**src/rtl/csr_pkg.sv**
```systemverilog
// csr_pkg: shared constants, coefficient type and mod-2^W negation for coef_shift_reg
package csr_pkg;
  localparam int CSR_N = 4;
  localparam int CSR_W = 2;
  typedef logic [CSR_W-1:0] coef_t;
  function automatic coef_t neg_mod(coef_t x);
    return ~x + coef_t'(1);
  endfunction
endpackage

```
**src/rtl/coef_neg.sv**
```systemverilog
// coef_neg: mod-4 negator on the negacyclic wrap path
module coef_neg
  import csr_pkg::*;
(
  input  coef_t a,
  output coef_t y
);
  assign y = neg_mod(a);
endmodule

```
**src/rtl/coef_shift_reg.sv**
```systemverilog
// coef_shift_reg: loads a 4-term poly from bit planes, then multiplies by x every clock
// CSR_NEGACYCLIC_EN defined: x^4 = -1 (wrap negated); undefined: plain cyclic rotation
module coef_shift_reg
  import csr_pkg::*;
(
  input  logic             clk,
  input  logic             reset,
  input  logic [CSR_N-1:0] data0,
  input  logic [CSR_N-1:0] data1,
  output coef_t            coef0,
  output coef_t            coef1,
  output coef_t            coef2,
  output coef_t            coef3
);
  coef_t c [CSR_N];
  coef_t wrap;
  logic  loaded;
`ifdef CSR_NEGACYCLIC_EN
  coef_neg u_neg (.a(c[CSR_N-1]), .y(wrap));
`else
  assign wrap = c[CSR_N-1];
`endif
  always_ff @(posedge clk or posedge reset)
    if (reset) begin
      for (int i = 0; i < CSR_N; i++) c[i] <= '0;
      loaded <= 1'b0;
    end else if (!loaded) begin
      for (int i = 0; i < CSR_N; i++) c[i] <= {data1[i], data0[i]};
      loaded <= 1'b1;
    end else begin
      c[0] <= wrap;
      for (int i = 1; i < CSR_N; i++) c[i] <= c[i-1];
    end
  assign coef0 = c[0];
  assign coef1 = c[1];
  assign coef2 = c[2];
  assign coef3 = c[3];
endmodule

```
**config.mk**
```make
export PLATFORM = sky130hd
export DESIGN_NAME = coef_shift_reg
export DESIGN_NICKNAME = d
export VERILOG_FILES = /design/src/rtl/csr_pkg.sv /design/src/rtl/coef_neg.sv /design/src/rtl/coef_shift_reg.sv
export SDC_FILE = /design/constraint.sdc
export NUM_CORES = 1
export LEC_CHECK = 0
export BUFFER_PORTS_ARGS = -buffer_cell sky130_fd_sc_hd__buf_2
export CAP_MARGIN = 20
export CORE_AREA = 2 2 39 41
export DETAILED_ROUTE_END_ITERATION = 10
export DIE_AREA = 0 0 41 43
export HOLD_SLACK_MARGIN = 0.15
export SLEW_MARGIN = 5
export SYNTH_ARGS = -nofsm -noshare
export SYNTH_HDL_FRONTEND = slang
export SYNTH_SLANG_ARGS = --single-unit
```
**constraint.sdc**
```tcl
create_clock -name clk -period 1.1 [get_ports clk]
set_input_delay 0.055 -clock clk [delete_from_list [all_inputs] [get_ports clk]]
set_output_delay 0.055 -clock clk [all_outputs]
set_load 0.03 [all_outputs]
```
==> impl_metrics.json <==
{
  "cp_top_family": "flip-flops",
  "clkPwrFrac": 0.297,
  "grt_max_degree": 10,
  "rsz0062_at_grt": "no",
  "die_x_microns": 41,
  "synth_compound_area_frac": 0,
  "dp_hpwl_microns": 484,
  "synthTopCellsByArea": "dfrtp_1 (62%), mux2_4 (33%), buf_6 (3.1%)",
  "min_period_over_period": 0.865,
  "synthToLayoutAreaGrowth_pct": 58.1,
  "die_area_sq_um": 1760,
  "synth_top_family_by_area": "multiplexers",
  "cts_max_level": 1,
  "synth_area_sq_um": 364,
  "min_period_ns": 0.951,
  "setup_ws_ns": 0.149,
  "clk_latency_ns": 0.25,
  "dr.first_iter.drc_count": 2,
  "critPathBufInv": 0,
  "clkTransAtPathRegs_ns": 0.06,
  "start_util": 0.263,
  "wire_per_inst_microns": 11.6,
  "p_sw_frac": 0.272,
  "path_cells": "mux2_4",
  "ant_nets": 0,
  "synthSimpleGateAreaFrac": 0,
  "tritoncts": "done",
  "setup_viol": 0,
  "synth_seq_cells": 9,
  "post-cts-setup-buffers": 0,
  "critPathRequiredTime_ns": 1.23,
  "critPathSlowestCell": "dfrtp_2",
  "cts_made_buffers": 3,
  "grt_pass1_wl_mm": 1.12,
  "cts.sinks": 9,
  "crit_start": "loaded$_DFF_PP0_",
  "drc": 0,
  "clock_path_buffers": 2,
  "finalClockSkew_ns": 0.00373,
  "combPwrFrac": 0.232,
  "finalHoldViolCount": 0,
  "synthMuxAreaShare": 0.330,
  "seqPwrFrac": 0.472,
  "intPower_w": 0.000598,
  "drive_above_1_share": 0.592,
  "fp-row-count": 14,
  "io_buffers": 17,
  "p_leak_nw": 0.298,
  "slew_violations": 0,
  "drv_cap": 0,
  "avgSynthCellArea_sq_um": 18.2,
  "grt_use_total": 0.101,
  "syn_inst": 20,
  "syn_nets": 30,
  "fmax_ghz": 1.05,
  "synth.top_cell.area_share": 0.619,
  "grt_pass1_vias": 281,
  "grt-ovfl-total": 0,
  "p_sw_w": 0.000223,
  "antenna_cells": 0,
  "cp_max_fo": 8,
  "ir_drop_uv": 712,
  "cp-start-kind": "flip-flop",
  "nNetsFinal": 60,
  "max_stage_delay_ns": 0.51,
  "ys.warnings.count": 0,
  "r2r_start": "loaded$_DFF_PP0_",
  "synth_seq_area_share": 0.619,
  "hp-class": "primary input to asynchronous set/reset pin",
  "boundaryPins": 18,
  "synth-adder-area-share": 0,
  "antenna_found_initial": 0,
  "fin_setup_tns_ns": 0,
  "num_vias": 247,
  "yosys.area.top_type": "dfrtp_1",
  "gp_congestion": 0.651,
  "status": "completed",
  "core-area_sq_um": 1380,
  "yosys.cell_types.count": 5,
  "arrival_ns": 1.09,
  "pre_cts_slack_ns": 0.0280,
  "final_util": 0.416,
  "cp-end-kind": "flip-flop",
  "power.density_nw_per_um2": 1430,
  "viasPerCell": 3.80,
  "synthXorXnorAreaFrac": 0,
  "wirelength_microns": 755,
  "die_h_microns": 43,
  "drt-pass1-iter-count": 4,
  "cts_root_buf": "clkbuf_4",
  "path_class": "flip-flop to flip-flop"
}
## synthesized netlist by cell type
| cell | number |
|---|---|
| buf_6 | 1 |
| conb_1 | 1 |
| dfrtp_1 | 9 |
| inv_1 | 1 |
| mux2_4 | 8 |
## path summary, 6_finish.rpt
| path | cells past startpoint | end | slack, ns |
|---|---|---|---|
| worst min register to register | 1 | coef2[0]$_DFF_PP0_ | 0.51 |
| max in group asynchronous | 3 | loaded$_DFF_PP0_ | 0.54 |
| worst max register to register | 1 | coef0[0]$_DFF_PP0_ | 0.15 |
| min in group clk | 1 | coef2[0]$_DFF_PP0_ | 0.51 |
| worst min-delay path | 3 | coef2[0]$_DFF_PP0_ | 0.29 |
| worst max-delay path | 1 | coef0[0]$_DFF_PP0_ | 0.15 |
## registers in the layout (all words and copies together), names as in the netlist
| register | flops |
|---|---|
| coef2 | 2 |
| loaded | 1 |
| coef3 | 2 |
| coef1 | 2 |
| coef0 | 2 |
## per-stage QoR
step / cell area [sq um] / hold WS, ns / cells / power (W)
finish: 576 / 0.294 / 65 / 0.000821
global route: 576 / 0.342 / 65 / 0.000868
CTS: 574 / 0.296 / 65 / 0.000834
detailed placement: 458 / 0.0290 / 52 / 0.000558
global placement: 458 / 0.0266 / 52 / 0.000560
floorplan: 364 / -0.117 / 20 / 0.000507
## cells by family after synthesis
kind of cell	count (synthesis)
other cells	1
mux	8
flops	9
buf+inv	2
## timing repair
action,4_1_cts,5_1_grt
hold buffers,9,0
hold endpoints to repair,17,0
gates resized for setup,0,1
setup endpoints to repair,0,8
## power groups by stage
stage	combinational [W]	clock (W)	sequential, W
global route	0.000202	0.000276	0.000390
finish	0.000190	0.000244	0.000387
floorplan	0.0000632	0	0.000444
detailed placement	0.000167	0	0.000391
global placement	0.000166	0	0.000393
CTS	0.000192	0.000256	0.000387
## cell usage in the layout (no fill, tap or decap)
cell type / synthesis / final
buf_2: 0 / 17
clkbuf_1: 0 / 1
clkbuf_4: 0 / 3
conb_1: 1 / 1
dfrtp_1: 9 / 8
dfrtp_2: 0 / 1
dlygate4sd3_1: 0 / 9
inv_1: 1 / 1
mux2_4: 8 / 8
## metal layers
layer / routed length (microns) / GRT usage
met1: 351 / 0.121
met2: 319 / 0.150
met3: 84 / 0.0471
met4: 0 / 0.0400
met5: 0 / 0
## final cells by class
cell class,count,area [sq um]
flip-flops and latches,9,226
inverters,1,3.75
fillers,118,808
clock buffers,4,26.3
multi-input cells,9,124
repair buffers,26,175
well taps,16,20.0
Note: power is estimated with default switching activity, not from simulation.
